$ cat src/rtl/nn_ctrl_pkg.sv
// Shared definitions for the neuron-layer sequencing controller: state encodings,
// latency counter width and the width helper used to size the neuron index.
package nn_ctrl_pkg;

    localparam logic [2:0] ST_IDLE = 3'd0;
    localparam logic [2:0] ST_LOAD = 3'd1;
    localparam logic [2:0] ST_WAIT = 3'd2;
    localparam logic [2:0] ST_ACC  = 3'd3;
    localparam logic [2:0] ST_OUT  = 3'd4;

    typedef enum logic [2:0] {
        S_IDLE = ST_IDLE,
        S_LOAD = ST_LOAD,
        S_WAIT = ST_WAIT,
        S_ACC  = ST_ACC,
        S_OUT  = ST_OUT
    } state_e;

    localparam int unsigned LAT_W = 4;

    // ceil(log2(n)) but never below 1, so a single-neuron layer still has an index bit
    function automatic int unsigned clog2_min1(input int unsigned n);
        return (n <= 1) ? 1 : $clog2(n);
    endfunction

endpackage

$ cat src/rtl/lat_timer.sv
// Loadable 4-bit down-counter with a zero flag; times the multiplier wait.
module lat_timer
    import nn_ctrl_pkg::*;
(
    input  logic             clk,
    input  logic             rst,
    input  logic             load,
    input  logic [LAT_W-1:0] load_val,
    input  logic             dec,
    output logic             zero_c
);

    logic [LAT_W-1:0] cnt;

    always_ff @(posedge clk) begin
        if (!rst) begin
            cnt <= '0;
        end else if (load) begin
            cnt <= load_val;
        end else if (dec && (cnt != '0)) begin
            cnt <= cnt - LAT_W'(1);
        end
    end

    assign zero_c = (cnt == '0);

endmodule

$ cat src/rtl/layer_controller.sv
// Sequences one neuron datapath over N_NEURONS neurons per start, with a result
// handshake per neuron. Optional CTRL_ABORT_EN adds an abort input.
module layer_controller
    import nn_ctrl_pkg::*;
#(
    parameter  int unsigned N_NEURONS = 8,
    parameter  int unsigned MULT_LAT  = 1,
    localparam int unsigned CNT_W     = clog2_min1(N_NEURONS)
) (
    input  logic             clk,
    input  logic             rst,
    input  logic             start,
    input  logic             res_ready,
`ifdef CTRL_ABORT_EN
    input  logic             abort,
`endif
    output logic             ld_input,
    output logic             ld_weight,
    output logic             ld_nreg,
    output logic             count_up,
    output logic             res_valid,
    output logic [CNT_W-1:0] neuron_idx,
    output logic             busy,
    output logic             done
);

    localparam logic [LAT_W-1:0] WAIT_INIT  = (MULT_LAT > 0) ? LAT_W'(MULT_LAT - 1) : '0;
    localparam state_e           AFTER_LOAD = (MULT_LAT > 0) ? S_WAIT : S_ACC;
    localparam logic [CNT_W-1:0] LAST_IDX   = CNT_W'(N_NEURONS - 1);

    state_e           state;
    state_e           state_nxt;
    logic [CNT_W-1:0] idx_nxt;
    logic             done_nxt;
    logic             tmr_load;
    logic [LAT_W-1:0] tmr_val;
    logic             tmr_dec;
    logic             tmr_zero;

    lat_timer u_lat_timer (
        .clk      (clk),
        .rst      (rst),
        .load     (tmr_load),
        .load_val (tmr_val),
        .dec      (tmr_dec),
        .zero_c   (tmr_zero)
    );

    // Next-state, index and wait-timer control
    always_comb begin
        state_nxt = state;
        idx_nxt   = neuron_idx;
        done_nxt  = 1'b0;
        tmr_load  = 1'b0;
        tmr_val   = '0;
        tmr_dec   = 1'b0;
        case (state)
            S_IDLE: begin
                if (start) begin
                    state_nxt = S_LOAD;
                    idx_nxt   = '0;
                end
            end
            S_LOAD: begin
                tmr_load  = 1'b1;
                tmr_val   = WAIT_INIT;
                state_nxt = AFTER_LOAD;
            end
            S_WAIT: begin
                if (tmr_zero) begin
                    state_nxt = S_ACC;
                end else begin
                    tmr_dec = 1'b1;
                end
            end
            S_ACC: begin
                state_nxt = S_OUT;
            end
            S_OUT: begin
                if (res_valid && res_ready) begin
                    if (neuron_idx == LAST_IDX) begin
                        state_nxt = S_IDLE;
                        idx_nxt   = '0;
                        done_nxt  = 1'b1;
                    end else begin
                        state_nxt = S_LOAD;
                        idx_nxt   = neuron_idx + CNT_W'(1);
                    end
                end
            end
            default: begin
                state_nxt = S_IDLE;
                idx_nxt   = '0;
            end
        endcase
`ifdef CTRL_ABORT_EN
        // Abort outranks every other transition, including the final handshake
        if (abort && (state != S_IDLE)) begin
            state_nxt = S_IDLE;
            idx_nxt   = '0;
            done_nxt  = 1'b0;
            tmr_load  = 1'b1;
            tmr_val   = '0;
            tmr_dec   = 1'b0;
        end
`endif
    end

    // Outputs are registered, decoded from the state being entered
    always_ff @(posedge clk) begin
        if (!rst) begin
            state      <= S_IDLE;
            neuron_idx <= '0;
            done       <= 1'b0;
            ld_input   <= 1'b0;
            ld_weight  <= 1'b0;
            ld_nreg    <= 1'b0;
            count_up   <= 1'b0;
            res_valid  <= 1'b0;
            busy       <= 1'b0;
        end else begin
            state      <= state_nxt;
            neuron_idx <= idx_nxt;
            done       <= done_nxt;
            ld_input   <= (state_nxt == S_LOAD);
            ld_weight  <= (state_nxt == S_LOAD);
            ld_nreg    <= (state_nxt == S_ACC);
            count_up   <= (state_nxt == S_ACC);
            res_valid  <= (state_nxt == S_OUT);
            busy       <= (state_nxt != S_IDLE);
        end
    end

endmodule

$ cat config.mk
export PLATFORM = sky130hd
export DESIGN_NAME = layer_controller
export DESIGN_NICKNAME = d
export VERILOG_FILES = /design/src/rtl/nn_ctrl_pkg.sv /design/src/rtl/lat_timer.sv /design/src/rtl/layer_controller.sv
export SDC_FILE = /design/constraint.sdc
export NUM_CORES = 1
export LEC_CHECK = 0
export ABC_AREA = 1
export BUFFER_PORTS_ARGS = -buffer_cell sky130_fd_sc_hd__buf_2
export CAP_MARGIN = 5
export CORE_UTILIZATION = 57
export CTS_CLUSTER_DIAMETER = 60
export CTS_CLUSTER_SIZE = 40
export DETAILED_ROUTE_END_ITERATION = 10
export GPL_TIMING_DRIVEN = 0
export PLACE_DENSITY_LB_ADDON = 0.1
export REMOVE_ABC_BUFFERS = 1
export SLEW_MARGIN = 20
export SYNTH_ARGS = -nofsm -noshare
export SYNTH_HDL_FRONTEND = slang
export SYNTH_HIERARCHICAL = 1
export SYNTH_SLANG_ARGS = --single-unit
$ cat constraint.sdc
create_clock -name clk -period 2.78 [get_ports clk]
set_clock_uncertainty 0.2 [all_clocks]
set_input_delay 0.139 -clock clk [delete_from_list [all_inputs] [get_ports clk]]
set_output_delay 0.139 -clock clk [all_outputs]
set_load 0.005 [all_outputs]
# Word level (Yosys, flattened, before mapping)
# Index checks and enable logic that the tools add are counted.
[classes]
n_reduce_logical = 10
bitwise_logic = 2
mul = 0
n_div = 0
n_lt_le_gt_ge = 0
addsub = 2
shifts = 0
eq_ne = 10
mux = 13
[ops]
columns = ["cell", "n"]
rows = [
  ["3-bit 2-to-1 mux", 6],
  ["3-bit case mux with 5 select lines", 1],
  ["3-bit by 2-bit equality test with 1-bit output, second input constant", 3],
  ["3-bit equality test, second input constant", 3],
  ["3-bit case mux with 3 select lines", 1],
  ["3-bit by 1-bit equality test with 1-bit output, second input constant", 2],
  ["3-bit AND reduction", 2],
  ["1-bit 2-to-1 mux", 5],
  ["4-bit logical NOT", 1],
  ["2-bit != test, second input constant", 2],
  ["4-bit nonzero test", 1],
  ["4-bit by 1-bit subtractor with 4-bit output, second input constant", 1],
  ["3-bit by 1-bit adder with 3-bit output, second input constant", 1],
  ["3-bit logical NOT", 1],
  ["3-bit nonzero test", 1],
  ["3-bit OR reduction", 1],
  ["1-bit logical AND", 2],
  ["1-bit inverter", 2],
  ["2-bit OR reduction", 1],
]
[word_totals]
mem_bits_ro = 0
ram_bits = 0
latchBits = 0
elab_cells = 45
input_bits = 4
out_inout_bits = 10
mem_count = 0
reg_bits = 15

# Logic depth before layout (Yosys ltp)
[logic_depth]
word_depth = 5
ltp_mapped = 10
depth_no_buf = 10

# Cells and area by module
# Netlist, hierarchy kept.
[modules_own_cells]
columns = ["mod", "instances", "seq_area_each_um2", "area_each_um2", "cells_each"]
rows = [
  ["layer_controller", 1, 220.2, 561.8, 73],
  ["lat_timer", 1, 80.1, 274.0, 41],
]

# Worst setup path before layout
# Ideal clock, no wire load.
[synth_timing]
path_type = "reg-to-reg"
start = "register u_lat_timer.cnt[0]"
end = "register u_lat_timer.cnt[1]"
arrival_ns = 1.243
stages_incl_launch_ff = 11
setup_ns = 0.116
path_slack_ns = 1.221
required_time_ns = 2.464
period_less_slack_ns = 1.559
path_buffers = 0
path_cell_list = "dfxtp_1 -> inv_1 -> ha_1 -> nand3_2 -> inv_1 -> nor2_1 -> nand2_4 -> nand2_4 -> clkinv_2 -> nor2_1 -> nor2_1"
[synth_via]
elab_chain_cells = 4
word_cells_on_any_way = 6
cone_classes = "add/sub (1); mux (2); reduce/logical (3)"
[synth_lines]
columns = ["item", "line_no", "text"]
rows = [
  ["from (decl)", "lat_timer.sv:13", "logic [LAT_W-1:0] cnt;"],
  ["from (signal assigned)", "lat_timer.sv:19", "cnt <= load_val;"],
  ["from (signal assigned)", "lat_timer.sv:21", "cnt <= cnt - LAT_W'(1);"],
  ["4-bit logical NOT", "lat_timer.sv:25", "assign zero_c = (cnt == '0);"],
  ["via tmr_zero", "layer_controller.sv:38", "logic tmr_zero;"],
  ["1-bit 2-to-1 mux", "layer_controller.sv:70", "if (tmr_zero) begin"],
  ["1-bit 2-to-1 mux", "layer_controller.sv:57", "case (state)"],
  ["via tmr_dec", "layer_controller.sv:37", "logic tmr_dec;"],
  ["1-bit logical AND", "lat_timer.sv:20", "end else if (dec && (cnt != '0)) begin"],
]
# The timed path passes the listed nets, and every way through them passes these cells.
# A chain may end at the register's enable or synchronous reset.

# Worst setup path after layout
# Ends and elaborated chain as after synthesis.

==> impl_metrics.ini <==
[timing]
hold_viol = 0
rsz0062_at_grt = no
tns_ns = 0
finalWorstSetupSlack_ns = 1.073
fin_crit_sh_pct = 61.42
finalCriticalPeriod_ns = 1.707
fmax_mhz = 585.7
finalSetupViolCount = 0
final_max_slew_viol_count = 0

[route]
wl_per_cell_um = 9.584
drt-pass1-iter-count = 4
drc = 0
vias = 737
ant_nets = 0
wirelength_mm = 1.428
vias_per_cell = 4.946
drt_iter0_drc = 22

[clock_tree]
clkSinkCount = 15
clkTransAtPathRegs_ns = 0.10
cts_tree = done
cts-root-buf = clkbuf_4
cts_buffers = 3
htree_levels = 1
post_cts_buffers = 0
post_cts_resized = 0
clk_path_buf_depth = 2
clk_latency_ns = 0.28

[run_status]
status = finished clean

[placed_design]
placed_area_um2 = 915.9
place_ws_ns = 1.106
place.port_buffers = 13
gp_congestion = 0.7385
dpl.hpwl_mm = 1.102

[final_layout]
finalInstanceArea_um2 = 965.9
nets = 142
regArea_um2 = 300.3
antenna_cells = 0
area_growth_pct = 15.57
fill_cells = 114
final_layout_size_suffix_gt1_share_pct = 28.36
multi_input_area_um2 = 444.2

[die]
die_h_um = 40.29
core_area_mm2 = 0.001334
io_pins = 14
dieWidth_um = 40.29
rows = 13
start_util_pct = 62.66
dieArea_mm2 = 0.001623

[worst_setup_path]
crit_arrival_ns = 1.68
rr_startpoint = u_lat_timer/cnt[0]
critPathMaxFanout = 5
reg2reg_slack_ns = 1.07
critPathKind = reg -> reg
startpoint_type = flip-flop
r2r_end = u_lat_timer/cnt[1]
crit_required_ns = 2.75
worstRegToRegCells = 10
crit_path_end_kind = flip-flop

[global_route]
antenna_found_initial = 0
overflow = 0
top_usage_layer = met2
use_met3_pct = 3.333
grt_usage_pct = 20.48
grt_start_max_net_pins = 11
met1_usage_pct = 23.91
grt_pass1_vias = 581
grt_pass1_wl_mm = 2.221
grt_use_met2_pct = 35.48

[worst_hold_path]
hp-start = start
hold_depth = 5
hold_path.class = in -> reg
min_to = state[0]

[yosys]
postSynthCellCount = 114
ys_warn_count = 6
synth_area_per_cell_um2 = 7.332
synth_area_um2 = 835.8
ys_types = 27
synth-seq-cells = 15
ys_seq_area_share_pct = 35.93

[pwr]
irDropWorstVdd_v = 0.0003693
p_leak_nw = 0.5025
p_per_area_mw_per_mm2 = 621.6

[run]
drv_cap = 0
worst max-delay path: stages, from the launching register on:
cell	delay, ns
dfxtp_1	0.37
inv_1	0.08
ha_1	0.24
nand3_2	0.11
inv_1	0.06
nor2_1	0.18
nand2_4	0.09
nand2_4	0.09
clkinv_2	0.06
nor2_1	0.08
nor2_1	0.05
what timing repair did:
action                     4_1_cts  5_1_grt
hold endpoints to repair         8        0
hold buffers                     2        0
setup endpoints to repair        0        0
how the worst max path moves through the flow:
stage               slack, ns  cells past startpoint          startpoint            endpoint
floorplan                1.22                     10  u_lat_timer/cnt[0]  u_lat_timer/cnt[1]
global placement         1.15                     10  u_lat_timer/cnt[0]  u_lat_timer/cnt[1]
detailed placement       1.11                     10  u_lat_timer/cnt[0]  u_lat_timer/cnt[3]
CTS                      1.08                     10  u_lat_timer/cnt[0]  u_lat_timer/cnt[3]
global route             0.94                     10  u_lat_timer/cnt[0]  u_lat_timer/cnt[1]
finish                   1.07                     10  u_lat_timer/cnt[0]  u_lat_timer/cnt[1]
cell type report:
| class | count | area share (%) |
|---|---|---|
| Clock buffer | 3 | 2.332 |
| Clock inverter | 1 | 0.7772 |
| Inverter | 23 | 9.067 |
| Multi-Input combinational cell | 77 | 45.98 |
| Sequential cell | 15 | 31.09 |
| Tap cell | 15 | 1.943 |
| Timing Repair Buffer | 15 | 8.808 |
cell families after synthesis:
group | Yosys count | synth area share (%)
buffers and inverters | 25 | 12.27
flip-flops | 15 | 35.93
adder cells (fa/ha/maj) | 3 | 4.491
AND/OR/NAND/NOR | 59 | 38.32
other | 1 | 0.4487
XOR/XNOR | 1 | 1.048
AO/OA/AOI/OAI | 10 | 7.485
stage by stage:
step | std cells | hold WS [ns] | utilization, % | total power [W]
6_report | 149 | 0.09151 | 72.42 | 0.0006005
5_1_grt | 149 | 0.1333 | 72.42 | 0.0006456
4_1_cts | 149 | 0.09002 | 72.42 | 0.0006054
3_5_place_dp | 143 | 0.2664 | 68.67 | 0.0004776
3_3_place_gp | 143 | 0.2667 | 68.67 | 0.0004682
2_1_floorplan | 115 | 0.04962 | - | 0.0004298
Yosys cell counts:
master    number  area [um^2]
xor2_1         1        8.760
nand2_2        1        6.260
clkinv_2       1        5.000
nand2_1       19        71.32
nor2_2         4        25.02
conb_1         1        3.750
o21ai_2        2        17.52
buf_4          2        15.01
or2_0          1        6.260
nor3_2         1        10.01
nor2_1        17        63.81
o22ai_1        1        6.260
o21ai_0        3        15.01
nand3_4        2        35.03
nand2_4        2        22.52
dfxtp_1       15        300.3
nor2_4         1        11.26
a21oi_1        1        5.000
inv_1         18        67.56
inv_2          4        15.01
nor4_1         1        6.260
nand3_2        2        20.02
nand3_1        6        30.03
a21oi_2        1        8.760
nand4_1        2        12.51
ha_1           3        37.54
o21ai_1        2        10.01
power by group:
group          switching [W]  internal, W  leakage, nW  total [W]
Clock              0.0000704    0.0000545       0.0139   0.000125
Sequential         0.0000255     0.000244        0.123   0.000269
Combinational       0.000124    0.0000826        0.366   0.000206
state kept, by name (all words and copies together), names as in the netlist:
signal / cells
busy: 1
done: 1
state: 3
res_valid: 1
ld_weight: 1
count_up: 1
u_lat_timer/cnt: 4
neuron_idx: 3
cells in the final DEF (no fill, tap or decap), types with 3 or more instances in the layout:
master,synthesis,layout
buf_2,0,13
clkbuf_4,0,3
conb_1,1,4
dfxtp_1,15,15
ha_1,3,3
inv_1,18,18
inv_2,4,4
nand2_1,19,19
nand3_1,6,6
nor2_1,17,17
nor2_2,4,4
o21ai_0,3,3
per-layer routing:
metal,share of wire (%),vias up
li1,-,389
met1,45,334
met2,51,12
met3,2.9,2
met4,0.98,0
met5,0,-
No activity file was read; power rests on OpenSTA's default activity.
